==> src/rtl/chan_mux_if.sv <==
// Channel-mux bus: parallel producer channels in, one registered valid/ready word out.
// Stats signals exist only when CHAN_MUX_STATS_EN is defined.
interface chan_mux_if #(
    parameter int unsigned NUM_CH = 6,
    parameter int unsigned DATA_W = 8
);
    localparam int unsigned SEL_W = $clog2(NUM_CH);

    logic [NUM_CH*DATA_W-1:0] d_in;
    logic [NUM_CH-1:0]        d_valid;
    logic [NUM_CH-1:0]        d_ready;
    logic                     mode;
    logic [SEL_W-1:0]         select;
    logic [DATA_W-1:0]        q;
    logic [SEL_W-1:0]         q_ch;
    logic                     q_valid;
    logic                     q_ready;
    logic                     sel_err;
`ifdef CHAN_MUX_STATS_EN
    logic [15:0]              xfer_cnt;
    logic [NUM_CH-1:0]        ch_busy;
`endif

    modport master (
        output d_in, d_valid, mode, select, q_ready,
`ifdef CHAN_MUX_STATS_EN
        input  xfer_cnt, ch_busy,
`endif
        input  d_ready, q, q_ch, q_valid, sel_err
    );

    modport slave (
        input  d_in, d_valid, mode, select, q_ready,
`ifdef CHAN_MUX_STATS_EN
        output xfer_cnt, ch_busy,
`endif
        output d_ready, q, q_ch, q_valid, sel_err
    );
endinterface

==> src/rtl/chan_mux_reg.sv <==
// Registered N:1 channel mux, fixed-select or round-robin, with valid/ready output stage.
// Optional transfer/stall statistics when CHAN_MUX_STATS_EN is defined.
module chan_mux_reg #(
    parameter int unsigned NUM_CH = 6,
    parameter int unsigned DATA_W = 8
) (
    input logic       clk,
    input logic       rst_n,
    chan_mux_if.slave bus
);
    localparam int unsigned      SEL_W    = $clog2(NUM_CH);
    localparam logic [SEL_W:0]   NumChExt = (SEL_W+1)'(NUM_CH);
    localparam logic [SEL_W-1:0] LastCh   = SEL_W'(NUM_CH - 1);

    typedef enum logic {StEmpty, StFull} state_e;

    state_e            state_q, state_d;
    logic [DATA_W-1:0] q_q;
    logic [SEL_W-1:0]  q_ch_q;
    logic [SEL_W-1:0]  rr_ptr_q;
    logic              sel_err_q;

    logic [DATA_W-1:0] ch_data [NUM_CH];
    logic              sel_bad, fix_gnt, rr_gnt, gnt_valid;
    logic [SEL_W-1:0]  rr_idx, gnt_idx;
    logic [SEL_W:0]    scan;
    logic              load_en, xfer;
    logic [NUM_CH-1:0] d_ready;
    logic              q_valid;

    for (genvar k = 0; k < NUM_CH; k++) begin : g_unpack
        assign ch_data[k] = bus.d_in[k*DATA_W +: DATA_W];
    end

    assign sel_bad = !bus.mode && ({1'b0, bus.select} >= NumChExt);
    assign fix_gnt = !bus.mode && !sel_bad && bus.d_valid[bus.select];

    // First valid channel at or after rr_ptr, wrapping at NUM_CH.
    always_comb begin
        rr_gnt = 1'b0;
        rr_idx = '0;
        scan   = '0;
        for (int unsigned i = 0; i < NUM_CH; i++) begin
            scan = {1'b0, rr_ptr_q} + (SEL_W+1)'(i);
            if (scan >= NumChExt) begin
                scan = scan - NumChExt;
            end
            if (!rr_gnt && bus.d_valid[scan[SEL_W-1:0]]) begin
                rr_gnt = 1'b1;
                rr_idx = scan[SEL_W-1:0];
            end
        end
    end

    assign gnt_valid = bus.mode ? rr_gnt : fix_gnt;
    assign gnt_idx   = bus.mode ? rr_idx : bus.select;
    // Reset gates load so no handshake completes in the reset cycle.
    assign load_en   = rst_n && (state_q == StEmpty || bus.q_ready);
    assign xfer      = load_en && gnt_valid;

    always_ff @(posedge clk) begin
        if (!rst_n) begin
            state_q <= StEmpty;
        end else begin
            state_q <= state_d;
        end
    end

    always_comb begin
        state_d = state_q;
        case (state_q)
            StEmpty: if (gnt_valid) state_d = StFull;
            StFull:  if (bus.q_ready) state_d = gnt_valid ? StFull : StEmpty;
        endcase
    end

    always_comb begin
        d_ready = '0;
        if (xfer) begin
            d_ready[gnt_idx] = 1'b1;
        end
        q_valid = (state_q == StFull);
    end

    always_ff @(posedge clk) begin
        if (!rst_n) begin
            q_q       <= '0;
            q_ch_q    <= '0;
            rr_ptr_q  <= '0;
            sel_err_q <= 1'b0;
        end else begin
            sel_err_q <= sel_bad;
            if (xfer) begin
                q_q      <= ch_data[gnt_idx];
                q_ch_q   <= gnt_idx;
                rr_ptr_q <= (gnt_idx == LastCh) ? '0 : gnt_idx + SEL_W'(1);
            end
        end
    end

    assign bus.d_ready = d_ready;
    assign bus.q_valid = q_valid;
    assign bus.q       = q_q;
    assign bus.q_ch    = q_ch_q;
    assign bus.sel_err = sel_err_q;

`ifdef CHAN_MUX_STATS_EN
    logic [15:0]       xfer_cnt_q;
    logic [NUM_CH-1:0] ch_busy_q;

    always_ff @(posedge clk) begin
        if (!rst_n) begin
            xfer_cnt_q <= '0;
            ch_busy_q  <= '0;
        end else begin
            if (q_valid && bus.q_ready && xfer_cnt_q != 16'hFFFF) begin
                xfer_cnt_q <= xfer_cnt_q + 16'd1;
            end
            ch_busy_q <= bus.d_valid & ~d_ready;
        end
    end

    assign bus.xfer_cnt = xfer_cnt_q;
    assign bus.ch_busy  = ch_busy_q;
`endif
endmodule

==> src/flat_wrapper.sv <==
// flat-port wrapper written by rule: the top's interface ports become plain ports
module chan_mux_reg_flat 
#(
    parameter int unsigned NUM_CH = 6,
    parameter int unsigned DATA_W = 8
)
  (clk, rst_n, bus_d_in, bus_d_valid, bus_mode, bus_select, bus_q_ready, bus_d_ready, bus_q, bus_q_ch, bus_q_valid, bus_sel_err);
  chan_mux_if #(.NUM_CH(NUM_CH), .DATA_W(DATA_W)) bus_i ();
  input logic clk;
  input logic rst_n;
  input wire logic [$bits(bus_i.d_in)-1:0] bus_d_in;
  input wire logic [$bits(bus_i.d_valid)-1:0] bus_d_valid;
  input wire logic [$bits(bus_i.mode)-1:0] bus_mode;
  input wire logic [$bits(bus_i.select)-1:0] bus_select;
  input wire logic [$bits(bus_i.q_ready)-1:0] bus_q_ready;
  output wire logic [$bits(bus_i.d_ready)-1:0] bus_d_ready;
  output wire logic [$bits(bus_i.q)-1:0] bus_q;
  output wire logic [$bits(bus_i.q_ch)-1:0] bus_q_ch;
  output wire logic [$bits(bus_i.q_valid)-1:0] bus_q_valid;
  output wire logic [$bits(bus_i.sel_err)-1:0] bus_sel_err;
  assign bus_i.d_in = bus_d_in;
  assign bus_i.d_valid = bus_d_valid;
  assign bus_i.mode = bus_mode;
  assign bus_i.select = bus_select;
  assign bus_i.q_ready = bus_q_ready;
  assign bus_d_ready = bus_i.d_ready;
  assign bus_q = bus_i.q;
  assign bus_q_ch = bus_i.q_ch;
  assign bus_q_valid = bus_i.q_valid;
  assign bus_sel_err = bus_i.sel_err;
  chan_mux_reg #(.NUM_CH(NUM_CH), .DATA_W(DATA_W)) u_core (.clk(clk), .rst_n(rst_n), .bus(bus_i));
endmodule
==> config.mk <==
export PLATFORM = sky130hd
export DESIGN_NAME = chan_mux_reg_flat
export DESIGN_NICKNAME = d
export VERILOG_FILES = /design/src/rtl/chan_mux_if.sv /design/src/rtl/chan_mux_reg.sv /design/src/flat_wrapper.sv
export SDC_FILE = /design/constraint.sdc
export NUM_CORES = 1
export LEC_CHECK = 0
export CAP_MARGIN = 0
export CORE_MARGIN = 1
export CORE_UTILIZATION = 40
export DETAILED_ROUTE_END_ITERATION = 7
export GPL_ROUTABILITY_DRIVEN = 0
export PLACE_DENSITY = 0.77
export SLEW_MARGIN = 20
export SYNTH_ARGS = -nofsm -noshare
export SYNTH_HDL_FRONTEND = slang
export SYNTH_SLANG_ARGS = --single-unit
==> constraint.sdc <==
create_clock -name clk -period 4.9 [get_ports clk]
set_input_delay 0.735 -clock clk [delete_from_list [all_inputs] [get_ports clk]]
set_output_delay 0.735 -clock clk [all_outputs]
set_load 0.02 [all_outputs]
After elaboration in Yosys (flattened, before gate mapping)
Cells that the tools add are included.
{ "classes": {"add_sub_neg": 12, "n_lt_le_gt_ge": 17, "n_eq_ne": 1, "n_mux": 44, "n_bitwise": 2, "n_reduce_logical": 19} }
{ "ops": {"columns": ["cell", "count"], "rows": [
  ["two-way mux 3 bit", 14],
  ["< comparator 3 x 4 -> 1 bit (second input constant)", 8],
  ["binary-select mux 8 bit (select 3 bit)", 1],
  ["binary-select mux 1 bit (select 3 bit)", 7],
  [">= comparator 4 x 3 -> 1 bit (second input constant)", 5],
  ["subtractor 3 bit (second input constant)", 6],
  ["two-way mux 1 bit", 17],
  ["two-way mux 8 bit", 2],
  ["logical AND 1 bit", 11],
  ["adder 3 x 2 -> 4 bit (second input constant)", 2],
  ["adder 3 x 3 -> 4 bit (second input constant)", 2],
  ["zero test 1 bit", 7],
  [">= comparator 3 bit (second input constant)", 2],
  ["two-way mux 6 bit", 1],
  ["adder 3 x 1 -> 4 bit (second input constant)", 1],
  [">= comparator 4 bit (second input constant)", 1],
  ["NOT 3 -> 4 bit", 1],
  ["adder 3 x 1 -> 3 bit (second input constant)", 1],
  ["demux 1 bit (select 3 bit)", 1],
  ["== test 3 bit (second input constant)", 1],
  [">= comparator 3 x 1 -> 1 bit (second input constant)", 1],
  ["case mux 1 bit (2 select lines)", 1],
  ["logical OR 1 bit", 1],
  ["NOT 1 bit", 1]
]} }
{ "word_totals": {"reg_bits": 16, "out_inout_bits": 19, "wordCells": 100} }

Logic depth before layout (Yosys ltp)
Gate-level depths: netlist (run 1).
{ "depth": {"depth_word": 26, "mapped_depth": 15} }

Worst setup path before layout (run 1)
Ideal clock, no wire load.
{ "synth_timing": {"path_kind": "reg2out", "from": "reg u_core.rr_ptr_q[0]", "to": "out bus_d_ready[0]", "arrival_time_ns": 3.466, "required_time_ns": 4.165, "slack_ns": 0.699, "stages_incl_launch_ff": 16, "path_buffers": 4, "cell_sequence": "dfxtp_1 -> buf_6 -> buf_6 -> inv_1 -> ha_1 -> clkbuf_1 -> inv_1 -> nand3_1 -> a21boi_0 -> a21oi_1 -> nor3_1 -> a31o_2 -> nor2_1 -> and2_1 -> clkbuf_1 -> and3_1"} }
{ "synth_via": {"elab_chain_len": 26} }
{ "synth_rtl": {"columns": ["element", "line", "text"], "rows": [
  ["start: declaration", "chan_mux_reg.sv:20", "logic [SEL_W-1:0] rr_ptr_q;"],
  ["start signal: assignment", "chan_mux_reg.sv:96", "rr_ptr_q <= (gnt_idx == LastCh) ? '0 : gnt_idx + SEL_W'(1);"],
  ["parallel branches: the longest is 25 deep, another holds adder 3 x 1 -> 4 bit", null, null],
  ["two-way mux 6 bit (*)", "chan_mux_reg.sv:79", "if (xfer) begin"],
  ["end: declaration", "flat_wrapper.sv:16", "output wire logic [$bits(bus_i.d_ready)-1:0] bus_d_ready;"]
]} }
Mark *: on every way between the ends. The select of a mux whose other input is x is not followed.

Worst setup path after layout (run 1)
{ "layout_timing": {"from": "in bus_d_valid[4]", "to": "out bus_d_ready[0]"} }
{ "layout_via": {"elab_chain_len": 24} }
{ "layout_rtl": {"columns": ["element", "line", "text"], "rows": [
  ["start: declaration", "flat_wrapper.sv:12", "input wire logic [$bits(bus_i.d_valid)-1:0] bus_d_valid;"],
  ["binary-select mux 1 bit (select 3 bit)", "chan_mux_reg.sv:48", "if (!rr_gnt && bus.d_valid[scan[SEL_W-1:0]]) begin"],
  ["two-way mux 1 bit (not written as such)", "chan_mux_reg.sv:48", null],
  ["two-way mux 1 bit", "chan_mux_reg.sv:48", null],
  ["zero test 1 bit", "chan_mux_reg.sv:48", null],
  ["logical AND 1 bit", "chan_mux_reg.sv:48", null],
  ["two-way mux 1 bit", "chan_mux_reg.sv:48", null],
  ["zero test 1 bit", "chan_mux_reg.sv:48", null],
  ["logical AND 1 bit", "chan_mux_reg.sv:48", null],
  ["(+8 left out)", null, null],
  ["logical AND 1 bit", "chan_mux_reg.sv:48", null],
  ["two-way mux 3 bit", "chan_mux_reg.sv:48", null],
  ["two-way mux 3 bit", "chan_mux_reg.sv:56", "assign gnt_idx = bus.mode ? rr_idx : bus.select;"],
  ["< comparator 3 x 4 -> 1 bit (not written as such) / >= comparator 3 x 1 -> 1 bit (equally long branches)", "chan_mux_reg.sv:80", "d_ready[gnt_idx] = 1'b1;"],
  ["logical AND 1 bit (not written as such)", "chan_mux_reg.sv:80", null],
  ["two-way mux 1 bit (not written as such)", "chan_mux_reg.sv:80", null],
  ["demux 1 bit (select 3 bit)", null, null],
  ["two-way mux 6 bit (*)", "chan_mux_reg.sv:79", null]
]} }
Every way passes the cells marked *; elsewhere a longest branch is shown, timed or not. The select of a mux whose other input is x is not followed.

==> results.ini, run 1 <==
[run_status]
status = finished clean

[clock_network]
clock_sinks = 16
clock_latency_ns = 0.25
hold_buffers = 0
path_clk_slew_ns = 0.07
clockBufferDepth = 2
cts_tree = built
cts_root_buf = clkbuf_8
post_cts_buffers = 0
cts-buffers-inserted = 3
h-tree-depth = 1

[timing]
fin_worst_skew_ns = 0.00234
hold_viol = 0
report.final.slew_viol_count = 0
tightest_slew_ns = 0.653
fmax_mhz = 210
max_slew_margin_pct = 56.3
rsz0062_at_grt = false
setup_tns_ns = 0
period_share_pct = 97.1
fin_crit_ns = 4.76
finalSetupViolCount = 0

[synthesis]
ys_seq_elements = 16
avgSynthCellArea_um2 = 8.51
synth.most_common_cell = nand3_1
synth_top_flop_cell = dfxtp_1
synth_async_sr_flop_share_pct = 0
synthTopCellsByCount = 19 x nand3_1, 18 x o21ai_0, 16 x dfxtp_1, 11 x nand2_1, 11 x nor2_1
synth_edf_count = 0
ys_seq_area_share_pct = 15.8
synth_top_area_share_pct = 15.8
ys_types = 64
synth_top_cell_by_area = dfxtp_1
syn_nets = 309
post_synth_instance_area_mm2 = 0.00203
yosys_warnings = 0
synth_area_leaders = dfxtp_1 16%, mux4_2 8.9%, ha_1 5.5%
syn_inst = 239

[worst_setup_path]
cp_data_arrival_time_ns = 4.02
cp-end-kind = output pin
critPathMaxStageDelay_ns = 0.61
cp_cell_sequence = clkdlybuf4s50_1, mux4_1, a22oi_2, and2_1, nand3_2, nor4_1, a21oi_1, a21oi_1, and2_1, and3_1, clkdlybuf4s50_1
criticalPathCategory = input port to output pin
rrSetupSlack_ns = 1.09
path_max_fanout = 6
r2r_start = u_core.rr_ptr_q[0]
cp_slowest_cell = clkdlybuf4s50_1
required_ns = 4.16
setup.worst_path.start = bus_d_valid[4]
crit_path_start_kind = input port

[pwr]
power_density_mw_per_mm2 = 360
ir_drop_mv = 0.199
power_uw = 1080
power_leakage_uw = 0.00117

[placed_design]
dp_hpwl_um = 5390
place_area_mm2 = 0.00290
port_buffers = 79

[floorplan]
die_h_um = 73.3
die-width_um = 73.3
die_area_mm2 = 0.00537
initial_core_util_pct = 42.2
num_io_pins = 80
rows = 25
core_area_mm2 = 0.00482

[grt]
grt_antenna_before_repair = 0
overflow = 0
grt_max_degree = 17
grt_pass1_wl_um = 10600
first_global_vias = 2250
groute.usage.overall_pct = 25.4

[drt]
vias = 2333
route.detailed.wl_per_inst_um = 17.6
routed_wl_um = 6790
first_pass_iters = 4
drt-initial-drc-count = 131
drtAntennaViolNets = 0
drc = 0
via_per_inst = 6.06

[layout]
fin_area_mm2 = 0.00299
drive_above_1_share_pct = 14.8
nets = 389
synthToLayoutAreaGrowth_pct = 47.0
antenna_cells = 0
nFillCells = 406

[min_path]
hold_path.class = flop to flop
min_from = u_core.bus.q_ch[1]

[job]
drv_cap = 0

## worst paths after layout
kind	to	cells after the start
min reg2reg	u_core.bus.q_ch[1]	2
min	u_core.bus.q_ch[1]	2
max	bus_d_ready[0]	11
max reg2reg	u_core.bus.q[4]	12
## worst max-delay path, delay by kind of cell
family / cells / cell delay (ns)
AO/OA/AOI/OAI: 3 / 0.65
buffers and inverters: 2 / 1.10
multiplexers: 1 / 0.53
AND/OR/NAND/NOR: 5 / 1.00
## registers in the layout, summed over array words and instances, names as in the netlist
signal              count
u_core.bus.q            8
u_core.bus.sel_err      1
u_core.rr_ptr_q         3
u_core.bus.q_ch         3
u_core.bus.q_valid      1
## power by group
group	switching, uW	total [uW]	internal (uW)	leakage, uW
clock	48.6	120	71.3	0.0000288
sequential	24.0	186	162	0.000133
combinational	418	770	351	0.00100
## logic make-up after synthesis
logic type	Yosys count	synth area share, %
muxes	24	18.5
xor gates and xnor gates	6	2.95
adders and majority gates	9	5.54
buffers and inverters	22	5.66
DFF	16	15.8
AOI/OAI and AO/OA	85	31.1
and+or+nand+nor	77	20.6
## layer usage
| layer | GRT usage [%] | up-vias | routed length [um] |
|---|---|---|---|
| met2 | 44.5 | 118 | 3390 |
| met4 | 8.76 | 0 | 168 |
| met1 | 31.6 | 1091 | 2740 |
| met3 | 3.98 | 18 | 482 |
| li1 | - | 1106 | - |
| met5 | 0 | - | 0 |
## final cells by class
type	instances	area, um2	share of cell area [%]
clock buffer	4	55.1	1.84
inverter	8	30.0	1.01
multi-input combinational	201	1630	54.6
sequential	16	323	10.8
tap	67	83.8	2.81
timing repair buffer	89	866	29.0
## cells in the final DEF, fill, tap and decap left out, drive strengths merged, types with 2 or more instances in the layout
master         instances
ha                     9
dfxtp                 16
clkbuf                 4
a211o                  2
and4                   2
nor4                   4
o32ai                  2
and3                   5
nand2b                 3
nand3                 20
a221o                  7
clkdlybuf4s50         79
a31oi                  4
buf                   10
inv                    8
mux2                   5
a21boi                 4
a211oi                 8
o21a                   2
mux4                   9
xnor2                  2
or2                    2
nor2                  11
xor2                   4
mux2i                 10
nor2b                  2
and2                   5
o22ai                  2
o211ai                 3
a21o                   6
o21ai                 19
nor3                   6
a21oi                 10
nand2                 12
o2111ai                2
## timing repair
item,4_1_cts,5_1_grt
endpoints found under the hold margin,0,0
endpoints found under the setup margin,0,6
gates resized for setup,0,9
## per-stage QoR
stage               setup slack, ns  instances  hold slack (ns)  utilization, %
global route                0.00781        385            0.517            62.0
floorplan                     0.699        239            0.541               -
detailed placement            0.175        381            0.473            60.2
finish                        0.142        385            0.486            62.0
CTS                         0.00155        385            0.487            61.3
global placement              0.227        381            0.456            60.2
Power figures use the tool's default switching activity.
==> run 2: changes to the inputs <==
--- a/config.mk
+++ b/config.mk
@@ -5,7 +5,6 @@
 export SDC_FILE = /design/constraint.sdc
 export NUM_CORES = 1
 export LEC_CHECK = 0
-export CAP_MARGIN = 0
 export CORE_MARGIN = 1
 export CORE_UTILIZATION = 40
 export DETAILED_ROUTE_END_ITERATION = 7
==> results of run 2 <==
Final layout, timing and power as in run 1 (identical DEF).
